[config.mk]
export PLATFORM = sky130hd
export DESIGN_NAME = led_pattern_counter
export DESIGN_NICKNAME = d
export VERILOG_FILES = /design/src/rtl/led_pattern_counter.sv
export SDC_FILE = /design/constraint.sdc
export NUM_CORES = 1
export LEC_CHECK = 0
export CAP_MARGIN = 0
export CORE_MARGIN = 2
export CORE_UTILIZATION = 40
export CTS_BUF_LIST = sky130_fd_sc_hd__clkbuf_4 sky130_fd_sc_hd__clkbuf_8
export DETAILED_ROUTE_END_ITERATION = 6
export HOLD_SLACK_MARGIN = 0.08
export PLACE_DENSITY = 0.64
export SLEW_MARGIN = 25
export SYNTH_ARGS = -nofsm -noshare
export SYNTH_HDL_FRONTEND = slang
export SYNTH_SLANG_ARGS = --single-unit
[constraint.sdc]
create_clock -name clk -period 2.5 [get_ports clk]
set_clock_uncertainty 0.15 [all_clocks]
set_input_delay 0.5 -clock clk [delete_from_list [all_inputs] [get_ports clk]]
set_output_delay 0.5 -clock clk [all_outputs]
set_load 0.01 [all_outputs]
[src/rtl/led_pattern_counter.sv]
// led_pattern_counter
//   LED pattern generator for the board LED bank. A free-running prescaler
//   produces step pulses at a slow or fast rate. The push button selects the
//   rate. On each step the pattern engine advances a binary or Gray counter,
//   moves a bouncing scanner, or holds. The result is registered onto the LED
//   pins with selectable drive polarity.
//
// Ports
//   clk   in   system clock, all logic on the rising edge
//   rst   in   synchronous reset, active-high
//   sw_n  in   raw push button, 1 = released, 0 = pressed (asynchronous)
//   mode  in   2'b00 binary, 2'b01 Gray, 2'b10 scanner, 2'b11 hold (asynchronous)
//   dir   in   1 = up / scanner starts upward, 0 = down (asynchronous)
//   led   out  LED drive, inverted when ACTIVE_LOW
//   step  out  one-cycle pulse whenever the prescaler reaches its step point
module led_pattern_counter #(
  parameter int LED_W      = 8,
  parameter int CNT_W      = 32,
  parameter int SLOW_TAP   = 22,
  parameter int FAST_TAP   = 20,
  parameter int DEB_W      = 16,
  parameter bit ACTIVE_LOW = 1'b1
) (
  input  logic             clk,
  input  logic             rst,
  input  logic             sw_n,
  input  logic [1:0]       mode,
  input  logic             dir,
  output logic [LED_W-1:0] led,
  output logic             step
);

  typedef enum logic [1:0] {
    MODE_BIN  = 2'b00,
    MODE_GRAY = 2'b01,
    MODE_SCAN = 2'b10,
    MODE_HOLD = 2'b11
  } mode_e;

  localparam int POS_W = $clog2(LED_W);

  localparam logic [CNT_W-1:0] SLOW_MASK = {{(CNT_W-SLOW_TAP){1'b0}}, {SLOW_TAP{1'b1}}};
  localparam logic [CNT_W-1:0] FAST_MASK = {{(CNT_W-FAST_TAP){1'b0}}, {FAST_TAP{1'b1}}};
  localparam logic [CNT_W-1:0] PRESC_ONE = CNT_W'(1);
  localparam logic [DEB_W-1:0] DEB_ONE   = DEB_W'(1);
  localparam logic [LED_W-1:0] CNT_ONE   = LED_W'(1);
  localparam logic [POS_W-1:0] POS_ONE   = POS_W'(1);
  localparam logic [POS_W-1:0] POS_LAST  = POS_W'(LED_W - 1);

  // Lit pattern to pin level.
  function automatic logic [LED_W-1:0] drive(input logic [LED_W-1:0] lit);
    drive = ACTIVE_LOW ? ~lit : lit;
  endfunction

  // Display value for a given mode. Hold is resolved by the caller.
  function automatic logic [LED_W-1:0] display(input mode_e m,
                                               input logic [LED_W-1:0] c,
                                               input logic [POS_W-1:0] p);
    case (m)
      MODE_GRAY: display = c ^ (c >> 1);
      MODE_SCAN: display = CNT_ONE << p;
      default:   display = c;
    endcase
  endfunction

  localparam logic [LED_W-1:0] LED_OFF = drive('0);

  // ---- stage p0/p1: two-flop synchronisers on the asynchronous inputs
  logic  sw_p0, sw_p1;
  logic  dir_p0, dir_p1;
  mode_e mode_p0, mode_p1;

  always_ff @(posedge clk) begin
    if (rst) begin
      sw_p0   <= 1'b1;
      sw_p1   <= 1'b1;
      dir_p0  <= 1'b1;
      dir_p1  <= 1'b1;
      mode_p0 <= MODE_BIN;
      mode_p1 <= MODE_BIN;
    end else begin
      sw_p0   <= sw_n;
      sw_p1   <= sw_p0;
      dir_p0  <= dir;
      dir_p1  <= dir_p0;
      mode_p0 <= mode_e'(mode);
      mode_p1 <= mode_p0;
    end
  end

  // ---- debounce: accept a new button level only after it has differed
  //      from the debounced level for 2^DEB_W consecutive cycles
  logic             deb_q;
  logic [DEB_W-1:0] deb_cnt;

  always_ff @(posedge clk) begin
    if (rst) begin
      deb_q   <= 1'b1;
      deb_cnt <= '0;
    end else if (sw_p1 != deb_q) begin
      if (&deb_cnt) begin
        deb_q   <= sw_p1;
        deb_cnt <= '0;
      end else begin
        deb_cnt <= deb_cnt + DEB_ONE;
      end
    end else begin
      deb_cnt <= '0;
    end
  end

  // ---- prescaler and step generation
  // The prescaler is never cleared on a rate change, so a new rate simply
  // takes effect at the next all-ones match of the selected low bits.
  logic [CNT_W-1:0] presc;
  logic [CNT_W-1:0] tap_mask;

  always_ff @(posedge clk) begin
    if (rst) begin
      presc <= '0;
    end else begin
      presc <= presc + PRESC_ONE;
    end
  end

  assign tap_mask = deb_q ? SLOW_MASK : FAST_MASK;
  assign step     = ((presc & tap_mask) == tap_mask);

  // ---- pattern engine next-state
  // mode_q holds the synced mode seen last cycle; a difference marks a mode
  // change, which takes priority over a coincident step.
  logic [LED_W-1:0] cnt_q, cnt_d;
  logic [POS_W-1:0] pos_q, pos_d;
  logic             sdir_q, sdir_d;
  mode_e            mode_q, last_mode, disp_mode;
  logic             mode_chg;
  logic             advance;

  always_comb begin
    cnt_d    = cnt_q;
    pos_d    = pos_q;
    sdir_d   = sdir_q;
    mode_chg = (mode_p1 != mode_q);
    advance  = step && !mode_chg;

    if (mode_chg && (mode_p1 == MODE_SCAN)) begin
      pos_d  = '0;
      sdir_d = dir_p1;
    end else if (advance) begin
      case (mode_p1)
        MODE_BIN, MODE_GRAY: begin
          cnt_d = dir_p1 ? (cnt_q + CNT_ONE) : (cnt_q - CNT_ONE);
        end
        MODE_SCAN: begin
          // Reflect at the ends on the same step: no dwell.
          if (sdir_q) begin
            if (pos_q == POS_LAST) begin
              pos_d  = POS_LAST - POS_ONE;
              sdir_d = 1'b0;
            end else begin
              pos_d = pos_q + POS_ONE;
            end
          end else begin
            if (pos_q == '0) begin
              pos_d  = POS_ONE;
              sdir_d = 1'b1;
            end else begin
              pos_d = pos_q - POS_ONE;
            end
          end
        end
        default: begin
        end
      endcase
    end

    // Hold shows whatever the last non-hold mode displayed.
    disp_mode = (mode_p1 == MODE_HOLD) ? last_mode : mode_p1;
  end

  // ---- stage p2: engine state and registered LED drive
  always_ff @(posedge clk) begin
    if (rst) begin
      cnt_q     <= '0;
      pos_q     <= '0;
      sdir_q    <= 1'b1;
      mode_q    <= MODE_BIN;
      last_mode <= MODE_BIN;
      led       <= LED_OFF;
    end else begin
      cnt_q  <= cnt_d;
      pos_q  <= pos_d;
      sdir_q <= sdir_d;
      mode_q <= mode_p1;
      if (mode_p1 != MODE_HOLD) begin
        last_mode <= mode_p1;
      end
      led <= drive(display(disp_mode, cnt_d, pos_d));
    end
  end

endmodule

# == Word level (Yosys, flattened, before mapping) ==
# Cells that the tools add are included.
# Widths: inputs -> output; s select.
# word_totals
register_bits,81
latchBits,0
ram_bits,0
rom_bits,0
output_inout_bits,9
wordCells,68
n_memories,0
# classes
add_sub_neg,6
multipliers,0
n_div,0
order_cmp,0
eq_ne,10
shifts,1
n_mux,20
bitwise_logic,4
n_reduce_logical,12
# op_table
op,n
$mux 8,5
$add 32x1->32 const B,1
$and 32x22->32,1
$eq 32x22->1,1
$mux 22,1
$mux 3,6
$reduce_and 17->1,1
$add 16x1->16 const B,1
$pmux 8 s2,1
$reduce_and 16->1,1
$add 8x1->8 const B,1
$not 8->8,1
$shl 1x3->8 const A,1
$sub 8x1->8 const B,1
$xor 8x7->8,1
$eq 2x2->1 const B,3
$mux 1,6
$eq 2x1->1 const B,2
$reduce_bool 2->1,2
$add 3x1->3 const B,1
$eq 3x3->1 const B,1
$logic_not 3->1,1
$reduce_or 3->1,1
$sub 3x1->3 const B,1
10 further kinds,11

# == Logic depth before layout (Yosys ltp) ==
# Gate-level depths: netlist of the first run.
# depth
ltp_word,10
mapped_depth,10
ltp_nobuf,9

# == Least setup slack after synthesis of the first run ==
# OpenSTA, ideal clock, no wires.
# synth_path
path_kind,reg2reg
start,register dir_p1
end,register led[5]
setup_ps,116
arrival_time_ps,2369
required_ps,2234
slack_ps,-134
stages_incl_launch_ff,9
path_buffers,0
path_cell_list,dfxtp_1 -> inv_1 -> fa_1 -> a211oi_1 -> nor4b_1 -> or4_1 -> mux2i_1 -> nand3_1 -> a31o_1
# synth_via
elab_chain_len,8
# synth_lines
item,line_no,source
from (decl),70,"logic dir_p0, dir_p1;"
from (signal assigned),85,dir_p1 <= dir_p0;
$mux 8 *,152,cnt_d = dir_p1 ? (cnt_q + CNT_ONE) : (cnt_q - CNT_ONE);
$mux 8 *,150,case (mode_p1)
$mux 8 *,149,end else if (advance) begin
$mux 8 *,146,if (mode_chg && (mode_p1 == MODE_SCAN)) begin
$xor 8x7->8,60,MODE_GRAY: display = c ^ (c >> 1);
$pmux 8 s2 *,59,case (m)
$mux 8 *,183,if (rst) begin
$not 8->8 *,52,drive = ACTIVE_LOW ? ~lit : lit;
to (signal assigned),198,"led <= drive(display(disp_mode, cnt_d, pos_d));"
to (decl),29,"output logic [LED_W-1:0] led,"
# Mark *: on every way between the ends. The rest lies on a longest branch, timed or not. The select of a mux whose other input is x is not followed.
# A chain may end at the register's enable or synchronous reset.

# == Worst setup path after layout of the first run ==
# layout_path
start,register dir_p1
end,register led[6]
# The elaborated chain is that of the path after synthesis.

==> results of run 1 <==
cells in the mapped netlist (3+ instances only):
master / count
dfxtp_1: 71
nor2_1: 63
nand2_1: 30
xor2_1: 25
nand3_1: 17
xnor2_1: 16
inv_1: 15
ha_1: 14
o21ai_0: 14
nand4_1: 13
nor2b_1: 11
mux2i_1: 8
a21oi_1: 7
a21o_1: 6
clkbuf_1: 5
nor3_1: 5
or2_2: 5
a31o_1: 4
and2b_2: 4
and3_1: 4
and4_1: 4
buf_6: 4
a2bb2oi_1: 3
a31oi_1: 3
state kept, by name (all words and copies together), names as in the netlist, 2 cells and up:
register	count
presc	22
mode_p1	2
mode_q	2
led	8
deb_cnt	16
cnt_q	8
pos_q	3
mode_p0	2
last_mode	2
final timing paths:
check / to / slack, ps / start / cells past startpoint
worst min register to register: sw_p1 / 270 / sw_p0 / 1
worst max-delay path: led[6] / -30 / dir_p1 / 9
worst max register to register: led[6] / -30 / dir_p1 / 9
worst min-delay path: sw_p1 / 270 / sw_p0 / 1
power groups by stage:
stage	sequential [mW]	combinational (mW)	clock, mW
floorplan	1.18	0.0664	0
CTS	1.15	0.109	0.948
detailed placement	1.18	0.105	0
global placement	1.18	0.103	0
global route	1.15	0.123	1.00
finish	1.15	0.110	0.916
area by class of cell:
cell class                      count  area share
Clock buffer                       10      0.0291
Sequential cell                    71       0.319
Multi-Input combinational cell    311       0.497
Timing Repair Buffer               55      0.0970
Clock inverter                      6      0.0152
Inverter                           15      0.0136
Tap cell                          108      0.0299
critical path: stages (launching register included):
cell and delay (ps):
dfxtp_4 370, inv_6 60, fa_2 370, a211oi_2 250, buf_4 150, o211a_1 160
or4_4 140, mux2i_4 80, or3b_2 470, a31o_1 220
timing repair:
item,in CTS,in global routing
setup buffers,4,0
pin swaps,7,6
endpoints found under the setup margin,7,8
resized for setup,25,11
routing by layer:
layer | GRT usage | part of all wire | up-vias
met2 | 0.281 | 0.49 | 45
li1 | - | - | 1530
met3 | 0.0485 | 0.034 | 9
met4 | 0.0527 | 0.016 | 0
met1 | 0.206 | 0.46 | 1418
met5 | 0 | 0 | -
through the flow:
step | hold slack (ps) | setup slack [ps] | instance area [um2] | instances | setup TNS [ps]
after floorplan | 239 | 0.549 | 3690 | 408 | 0
after global placement | 246 | -26.5 | 4170 | 557 | -69.8
after detailed placement | 255 | -115 | 4170 | 557 | -289
after CTS | 273 | -12.8 | 4460 | 576 | -12.8
after global routing | 282 | -140 | 4510 | 576 | -274
final | 269 | -27.9 | 4510 | 576 | -50.8
kinds of logic after synthesis:
family	synth area share
and+or+nand+nor	0.264
AOI/OAI and AO/OA	0.112
muxes	0.0463
buffers and inverters	0.0367
DFF	0.389
xor gates and xnor gates	0.0984
adders and majority gates	0.0535
==> key figures, run 1 <==
Clock network
  – Max Root-Sink Buffers: 2
  – H-Tree Depth: 3
  – Clock root cell: clkbuf_8
  – CTS hold repair buffers: 0
  – CTS tree: done
  – Worst skew pair latency: roughly 350 ps
  – Clock slew at reported path FFs: around 80 ps
  – TritonCTS Sinks: 71
  – CTS Buf Count: 9

Logic synthesis
  – Seq/Total Area, Yosys: 0.389
  – Gate count of the mapped netlist: slightly above 400
  – Leading area contributor after synthesis: dfxtp_1
  – Post-synth top flop: dfxtp_1
  – YS warnings: 0
  – Ys async rst share: 0
  – Post-Syn Nets: about 430
  – FF+latch count, synth: 71
  – Netlist cell types: 65
  – Top cell type's share of synthesized area: 0.389
  – Ranking of synthesized cells by area: dfxtp_1, nor2_1, xor2_1
  – Mapped Area: between 3000 and 4000 um2
  – Syn Area/Cell: between 8 and 9 um2
  – Post-synth EDFFs: 0

Floorplanning
  – Die footprint: roughly 10000 um2
  – IO Count: 15
  – CORE AREA: slightly below 9000 um2
  – Die W: ~100 um
  – Chip height: between 90 and 100 um
  – Number of cell rows: 34
  – Initial Utilization: 0.414

Drt
  – Pre-antenna DRT Iters: 4
  – Remaining antenna violation count: 0
  – Wire per inst: 13.3 um
  – Final wirelength: around 7700 um
  – Average via count per standard cell: between 5 and 6
  – Iteration-0 DRC Markers: ~140
  – Routed vias: around 3000
  – DRC Markers: 0

Pwr
  – Internal power: roughly 1.7 mW
  – P per Cell Area: 483 nW/um2
  – Net load switching power: 506 uW
  – Leakage: between 1.5 and 2 nW
  – Final Power: roughly 2.2 mW
  – Net switching fraction of the power: 0.232
  – Peak supply drop: between 0.0003 and 0.0004 V
  – Flop pwr share: 0.529
  – Clk pwr share: 0.420
  – Comb power frac: 0.051

Timing
  – Worst Max-Slew Pin Slew: 502 ps
  – Relative slew slack: 0.662
  – Finish-stage setup viols: 2
  – Final WS setup: -27.9 ps
  – Fin crit period: ~2500 ps
  – Fmax achieved: about 0.40 GHz
  – RSZ-0062 raised after global routing: true
  – Crit share post-route: 1.01
  – Hold Vio Cnt, Final: 0
  – Max-slew violation count: 0

Layout
  – Antenna diodes: 0
  – Area of the multi-input gates: between 2000 and 2500 um2
  – Share of layout cells above drive strength 1: 0.254
  – Filler cells: approximately 840
  – Register area: between 1000 and 1500 um2
  – Core Util, Final: 0.513
  – Final net count: just under 500
  – Commonest non-fill, non-tap cell in the layout: nor2_1
  – Commonest non-fill, non-tap cells in the layout: nor2_1, dfxtp_1, buf_4
  – Area growth syn-to-layout: 23.7%

Critical path
  – Worst path arrival time: approximately 2600 ps
  – Crit start category: register
  – Worst Setup Path Type: register to register
  – Crit path capture type: register
  – CP required: 2590 ps
  – Crit path max fanout: 7

Placement
  – Global placement routability congestion: 0.802
  – Post-DP HPWL: 5600 um
  – IO Port Bufs: 14

GRT
  – Vias in the first global route: between 2000 and 3000
  – Largest net degree at the start of global routing: 23
  – GRT Util Overall: 0.167
  – Global-route wire length before repair: between 10000 and 15000 um
  – Overflow after GRT: 0
  – Antenna violations before repair: 0

Min path
  – Hold WC Path Type: register to register

Outcome
  – Failing checks: setup timing
  – Status: complete, but fails checks

Job
  – Max Cap Viol: 0
Note: power is estimated with default switching activity, not from simulation.
==> run 2, diff against run 1 <==
--- a/config.mk
+++ b/config.mk
@@ -10,8 +10,9 @@
 export CORE_UTILIZATION = 40
 export CTS_BUF_LIST = sky130_fd_sc_hd__clkbuf_4 sky130_fd_sc_hd__clkbuf_8
 export DETAILED_ROUTE_END_ITERATION = 6
+export GPL_TIMING_DRIVEN = 0
 export HOLD_SLACK_MARGIN = 0.08
-export PLACE_DENSITY = 0.64
+export PLACE_DENSITY_LB_ADDON = 0.08
 export SLEW_MARGIN = 25
 export SYNTH_ARGS = -nofsm -noshare
 export SYNTH_HDL_FRONTEND = slang
==> key figures, run 2 (synthesized netlist as in run 1, its figures left out) <==
Critical path
  – Cell Chain, Critical Path: inv_8 > fa_2 > a211oi_4 > nor4b_2 > or4_4 > mux2i_4 > nand3_2 > a31o_1
  – Crit path max fanout: 8 (+1)
  – Critical path's largest stage delay: 520 ps (+50 ps)
  – Worst r2r path cells: 8 (-1)
  – Crit start category: register
  – CP top delay family: simple AND/OR/NAND/NOR gates
  – FF-to-FF Start: dir_p1
  – CP required: 2590 ps (about the same)
  – Start point of the critical path: dir_p1
  – Worst Setup Path Type: register to register
  – Reg2reg end: led[5]
  – Worst path arrival time: 2710 ps (+100 ps)
  – Slowest-stage cell, CP: or4_4
  – Flop-to-flop setup slack: -130 ps (-100 ps)
  – Crit path capture type: register
  – Critical path buffers and inverters: 1 (-1)

Timing
  – Fin crit period: 2630 ps (+98.9 ps)
  – Hold Vio Cnt, Final: 0 (unchanged)
  – Crit share post-route: 1.05 (+0.0395)
  – Max-slew violation count: 0 (unchanged)
  – Setup_tns: -255 ps (-204 ps)
  – Worst Max-Slew Pin Slew: 643 ps (+141 ps)
  – Finish-stage setup viols: 3 (+1)
  – Final WS setup: -127 ps (-98.9 ps)
  – RSZ-0062 raised after global routing: true
  – Relative slew slack: 0.571 (-0.0909)
  – Fmax achieved: 0.381 GHz (-3.8%)

Outcome
  – Status: complete, but fails checks
  – Failing checks: setup timing

Placement
  – Global placement routability congestion: 0.835 (+4.1%)
  – Placed inst area: 3960 um2 (-5.1%)
  – Pre-CTS setup slack: -409 ps (-294 ps)
  – IO Port Bufs: 13 (-1)
  – Post-DP HPWL: 5480 um (-2.1%)

Clock network
  – TritonCTS Sinks: 71 (unchanged)
  – CTS Buf Count: 9 (unchanged)
  – Clock root cell: clkbuf_8
  – Clock slew at reported path FFs: 70 ps (about the same)
  – Max Root-Sink Buffers: 2 (unchanged)
  – CTS tree: done
  – H-Tree Depth: 3 (unchanged)
  – Worst skew pair latency: 350 ps (about the same)

Pwr
  – Flop pwr share: 0.500 (-0.029)
  – Comb power frac: 0.046 (-0.005)
  – Leakage: 1.78 nW (-0.30%)
  – P per Cell Area: 512 nW/um2 (+6.0%)
  – Net switching fraction of the power: 0.226 (-0.00607)
  – Internal power: 1.79 mW (+6.9%)
  – Final Power: 2.31 mW (+6.1%)
  – Clk pwr share: 0.454 (+0.034)
  – Net load switching power: 523 uW (+3.3%)
  – Peak supply drop: 0.000453 V (+16%)

GRT
  – GRT Util Overall: 0.167 (+0.000393)
  – Met1 Track Usage GR: 0.216 (+0.00995)
  – Largest net degree at the start of global routing: 14 (-39%)
  – Met2 usage: 0.279 (-0.00208)
  – M3 GR Usage: 0.0337 (-0.0148)
  – Vias in the first global route: 2720 (-8.3%)
  – Antenna violations before repair: 0 (unchanged)
  – Busiest grt layer: met2
  – Global-route wire length before repair: 13200 um (-0.72%)
  – Overflow after GRT: 0 (unchanged)

Layout
  – Commonest non-fill, non-tap cell in the layout: nor2_1
  – Filler cells: 861 (+3.0%)
  – Core Util, Final: 0.513 (about the same)
  – Fin area: 4520 um2 (about the same)
  – Antenna diodes: 0 (unchanged)
  – Area growth syn-to-layout: 23.7% (about the same)
  – Biggest register: presc
  – Largest registers: presc (22), deb_cnt (16)
  – Commonest non-fill, non-tap cells in the layout: nor2_1, dfxtp_1, nand2_1
  – Share of layout cells above drive strength 1: 0.237 (-0.0174)
  – Max reg flops: 22 (unchanged)
  – Final net count: 472 (-2.5%)

Floorplanning
  – Number of cell rows: 34 (unchanged)
  – Die footprint: 9900 um2 (unchanged)
  – IO Count: 15 (unchanged)
  – Initial Utilization: 0.414 (unchanged)
  – Chip height: 99.5 um (unchanged)
  – Die W: 99.5 um (unchanged)
  – CORE AREA: 8810 um2 (unchanged)

Job
  – Max Cap Viol: 0 (unchanged)

Min path
  – Hold WC Path Type: input port to register
  – Hold endpoint: mode_p1[0]
  – Worst hold path depth: 2 (+1)
  – Hold path start: rst

Drt
  – DRC Markers: 0 (unchanged)
  – Average via count per standard cell: 5.13 (-1.6%)
  – Final wirelength: 8060 um (+5.0%)
  – Remaining antenna violation count: 0 (unchanged)
  – Iteration-0 DRC Markers: 81 (-43%)
  – Routed vias: 2892 (-3.7%)
  – Wire per inst: 14.3 um (+7.3%)
  – Pre-antenna DRT Iters: 5 (+1)
-- run 2: cell types whose count changed in the layout (fill, tap and decap cells not counted), sizes merged --
cell,previous run,this run
inv,16,17
clkinv,3,2
dlygate4sd1,0,1
bufinv,1,2
buf,43,24
clkinvlp,1,0
clkbuf,10,16
-- run 2: area by class of cell --
cell class | instances | area (um2) | share of cell area
well taps | 108 | 135 | 0.0299
multi-input cells | 311 | 2300 | 0.509
inverters | 15 | 63.8 | 0.0141
clock inverters | 6 | 91.3 | 0.0202
plain buffers | 11 | 80.1 | 0.0177
repair buffers | 32 | 272 | 0.0601
flip-flops and latches | 71 | 1440 | 0.318
clock buffers | 10 | 138 | 0.0305
-- run 2: worst reg2reg max path, stage by stage, from the launching register on --
cell,delay [ps]
dfxtp_4,390
inv_8,60
fa_2,430
a211oi_4,270
nor4b_2,90
or4_4,520
mux2i_4,260
nand3_2,110
a31o_1,240
-- run 2: routing by layer --
| metal | wire (um) | vias up | share of wire |
|---|---|---|---|
| met3 | 187 | 10 | 0.023 |
| li1 | - | 1504 | - |
| met5 | 0 | - | 0 |
| met1 | 3970 | 1344 | 0.49 |
| met4 | 123 | 0 | 0.015 |
| met2 | 3770 | 34 | 0.47 |
-- run 2: power by group through the flow --
stage	registers, mW	logic (mW)	clock network, mW
2_1_floorplan	1.18	0.0664	0
3_3_place_gp	1.18	0.0925	0
3_5_place_dp	1.18	0.0922	0
4_1_cts	1.15	0.104	1.08
5_1_grt	1.16	0.118	1.13
6_report	1.16	0.107	1.05
-- run 2: worst max-delay path by stage --
stage	end	slack (ps)	cells past startpoint
6_report	led[5]	-130	8
5_1_grt	led[5]	-210	8
4_1_cts	led[5]	-130	8
3_5_place_dp	led[4]	-410	8
3_3_place_gp	led[4]	-460	8
2_1_floorplan	led[2]	0.5	8
-- run 2: what timing repair did --
| item | in CTS | in global routing |
|---|---|---|
| hold buffers | 0 | 0 |
| pin swaps | 16 | 15 |
| setup endpoints to repair | 10 | 11 |
| resized for setup | 33 | 22 |
| setup buffers | 11 | 8 |
-- run 2: through the flow --
stage          hold WS, ps  std cells
3_5_place_dp           245        529
6_report               194        564
4_1_cts                193        556
2_1_floorplan          239        408
5_1_grt                190        564
3_3_place_gp           243        529
==> run 3, diff against run 2 <==
--- a/config.mk
+++ b/config.mk
@@ -7,7 +7,7 @@
 export LEC_CHECK = 0
 export CAP_MARGIN = 0
 export CORE_MARGIN = 2
-export CORE_UTILIZATION = 40
+export CORE_UTILIZATION = 54
 export CTS_BUF_LIST = sky130_fd_sc_hd__clkbuf_4 sky130_fd_sc_hd__clkbuf_8
 export DETAILED_ROUTE_END_ITERATION = 6
 export GPL_TIMING_DRIVEN = 0
==> key figures, run 3 (synthesized netlist as in run 1, its figures left out) <==
Outcome
  – Status: complete, but fails checks
  – Failing checks: setup timing

Placement
  – Placed cells: 498 (-5.9%)
  – Global placement routability congestion: 0.898 (+7.6%)
  – IO Port Bufs: 13 (unchanged)
  – Pre-CTS setup slack: -352 ps (+56.4 ps)
  – Post-DP HPWL: 5250 um (-4.2%)
  – Placed inst area: 3920 um2 (-0.98%)

Min path
  – Hold path start: rst
  – Worst hold path depth: 2 (unchanged)
  – Hold WC Path Type: input port to register

Layout
  – Core Util, Final: 0.694 (+0.182)
  – Fin area: 4480 um2 (-0.69%)
  – Share of layout cells above drive strength 1: 0.233 (-0.00388)
  – Commonest non-fill, non-tap cells in the layout: nor2_1, dfxtp_1, nand2_1
  – Non-Filler Instances: 532 (-5.7%)
  – Max reg flops: 22 (unchanged)
  – Largest registers: presc (22), deb_cnt (16)
  – Final net count: 472 (unchanged)
  – Biggest register: presc
  – Filler cells: 529 (-39%)
  – Commonest non-fill, non-tap cell in the layout: nor2_1
  – Antenna diodes: 0 (unchanged)
  – Area growth syn-to-layout: 22.9%

Timing
  – Finish-stage setup viols: 3 (unchanged)
  – Crit share post-route: 1.03 (-0.0223)
  – Max-slew violation count: 0 (unchanged)
  – Fmax achieved: 0.389 GHz (+2.2%)
  – Final WS setup: -71.1 ps (+55.7 ps)
  – Relative slew slack: 0.589 (+0.0179)
  – Hold_ws: 204 ps (+10.1 ps)
  – Hold Vio Cnt, Final: 0 (unchanged)
  – Fin crit period: 2570 ps (-55.7 ps)
  – Setup_tns: -147 ps (+108 ps)
  – RSZ-0062 raised after global routing: true
  – Worst Max-Slew Pin Slew: 611 ps (-32.5 ps)

Drt
  – Pre-antenna DRT Iters: 4 (-1)
  – Met3 Wirelength: 301 um (+61%)
  – Top sig layer: met4
  – DRC Markers: 0 (unchanged)
  – Routed wl met2: 3760 um (-0.32%)
  – Final wirelength: 7940 um (-1.5%)
  – Average via count per standard cell: 5.60 (+9.3%)
  – Routed met1 length: 3780 um (-4.8%)
  – Remaining antenna violation count: 0 (unchanged)
  – Iteration-0 DRC Markers: 149 (+84%)
  – Wire per inst: 14.9 um (+4.4%)
  – Routed vias: 2981 (+3.1%)

Pwr
  – Peak supply drop: 0.000338 V (-25%)
  – Leakage: 1.77 nW (-0.99%)
  – Final Power: 2.19 mW (-5.2%)
  – P per Cell Area: 489 nW/um2 (-4.5%)

Critical path
  – Worst Setup Path Type: register to register
  – Crit path max fanout: 8 (unchanged)
  – CP required: 2590 ps (about the same)
  – Start point of the critical path: dir_p1
  – Crit path capture type: register
  – Worst path arrival time: 2660 ps (-50 ps)
  – Crit start category: register
  – Worst r2r path cells: 8 (unchanged)
  – FF-to-FF Start: dir_p1

Clock network
  – Worst skew pair latency: 350 ps (about the same)
  – CTS Buf Count: 9 (unchanged)
  – H-Tree Depth: 3 (unchanged)
  – Max Root-Sink Buffers: 2 (unchanged)
  – Clock root cell: clkbuf_8
  – Clock slew at reported path FFs: 80 ps (about the same)
  – TritonCTS Sinks: 71 (unchanged)
  – CTS tree: done

Floorplanning
  – IO Count: 15 (unchanged)
  – CORE AREA: 6460 um2 (-27%)
  – Number of cell rows: 29 (-15%)
  – Initial Utilization: 0.565 (+0.151)
  – Chip height: 86.2 um (-13%)
  – Die footprint: 7430 um2 (-25%)
  – Die W: 86.2 um (-13%)

GRT
  – Antenna violations before repair: 0 (unchanged)
  – Global-route wire length before repair: 12700 um (-4.0%)
  – Overflow after GRT: 0 (unchanged)
  – Largest net degree at the start of global routing: 13 (-1)
  – GRT Util Overall: 0.217 (+0.0498)
  – Vias in the first global route: 2723 (+0.11%)

Job
  – Max Cap Viol: 0 (unchanged)
==> run 3: worst max-delay path: stages, from the launching register on <==
cell and delay, ps:
dfxtp_4 390, inv_8 70, fa_2 370, a211oi_4 280, nor4b_2 80, or4_4 530, mux2i_4 240, nand3_1 110
a31o_1 240
==> run 3: worst paths after layout <==
check                             endpoint  slack, ps
worst min-delay path            mode_p1[1]        200
worst max-delay path                led[5]        -70
worst min register to register      dir_p1        260
worst max register to register      led[5]        -70
==> run 3: repair_timing <==
action	in CTS	in global routing
pin swaps	10	21
setup buffers	10	9
setup endpoints to repair	10	13
hold buffers	0	0
gates resized for setup	24	38
==> run 3: routing by layer <==
metal / GRT usage / vias to the layer above
met5: 0 / -
met4: 0.0881 / 0
met3: 0.0362 / 9
met2: 0.341 / 58
met1: 0.299 / 1407
li1: - / 1507
==> run 3: layout make-up <==
type	instances	area (um2)	share of cell area
plain buffers	11	88.8	0.0198
inverters	15	63.8	0.0142
clock buffers	10	138	0.0307
repair buffers	32	272	0.0605
flip-flops and latches	71	1440	0.322
multi-input cells	311	2320	0.518
clock inverters	5	58.8	0.0131
well taps	77	96.3	0.0215
==> run 3: report_power, final <==
group          total, mW  switching [mW]  internal, mW
combinational      0.109          0.0585        0.0503
clock              0.930           0.448         0.482
sequential          1.15          0.0115          1.14
total               2.19           0.518          1.68
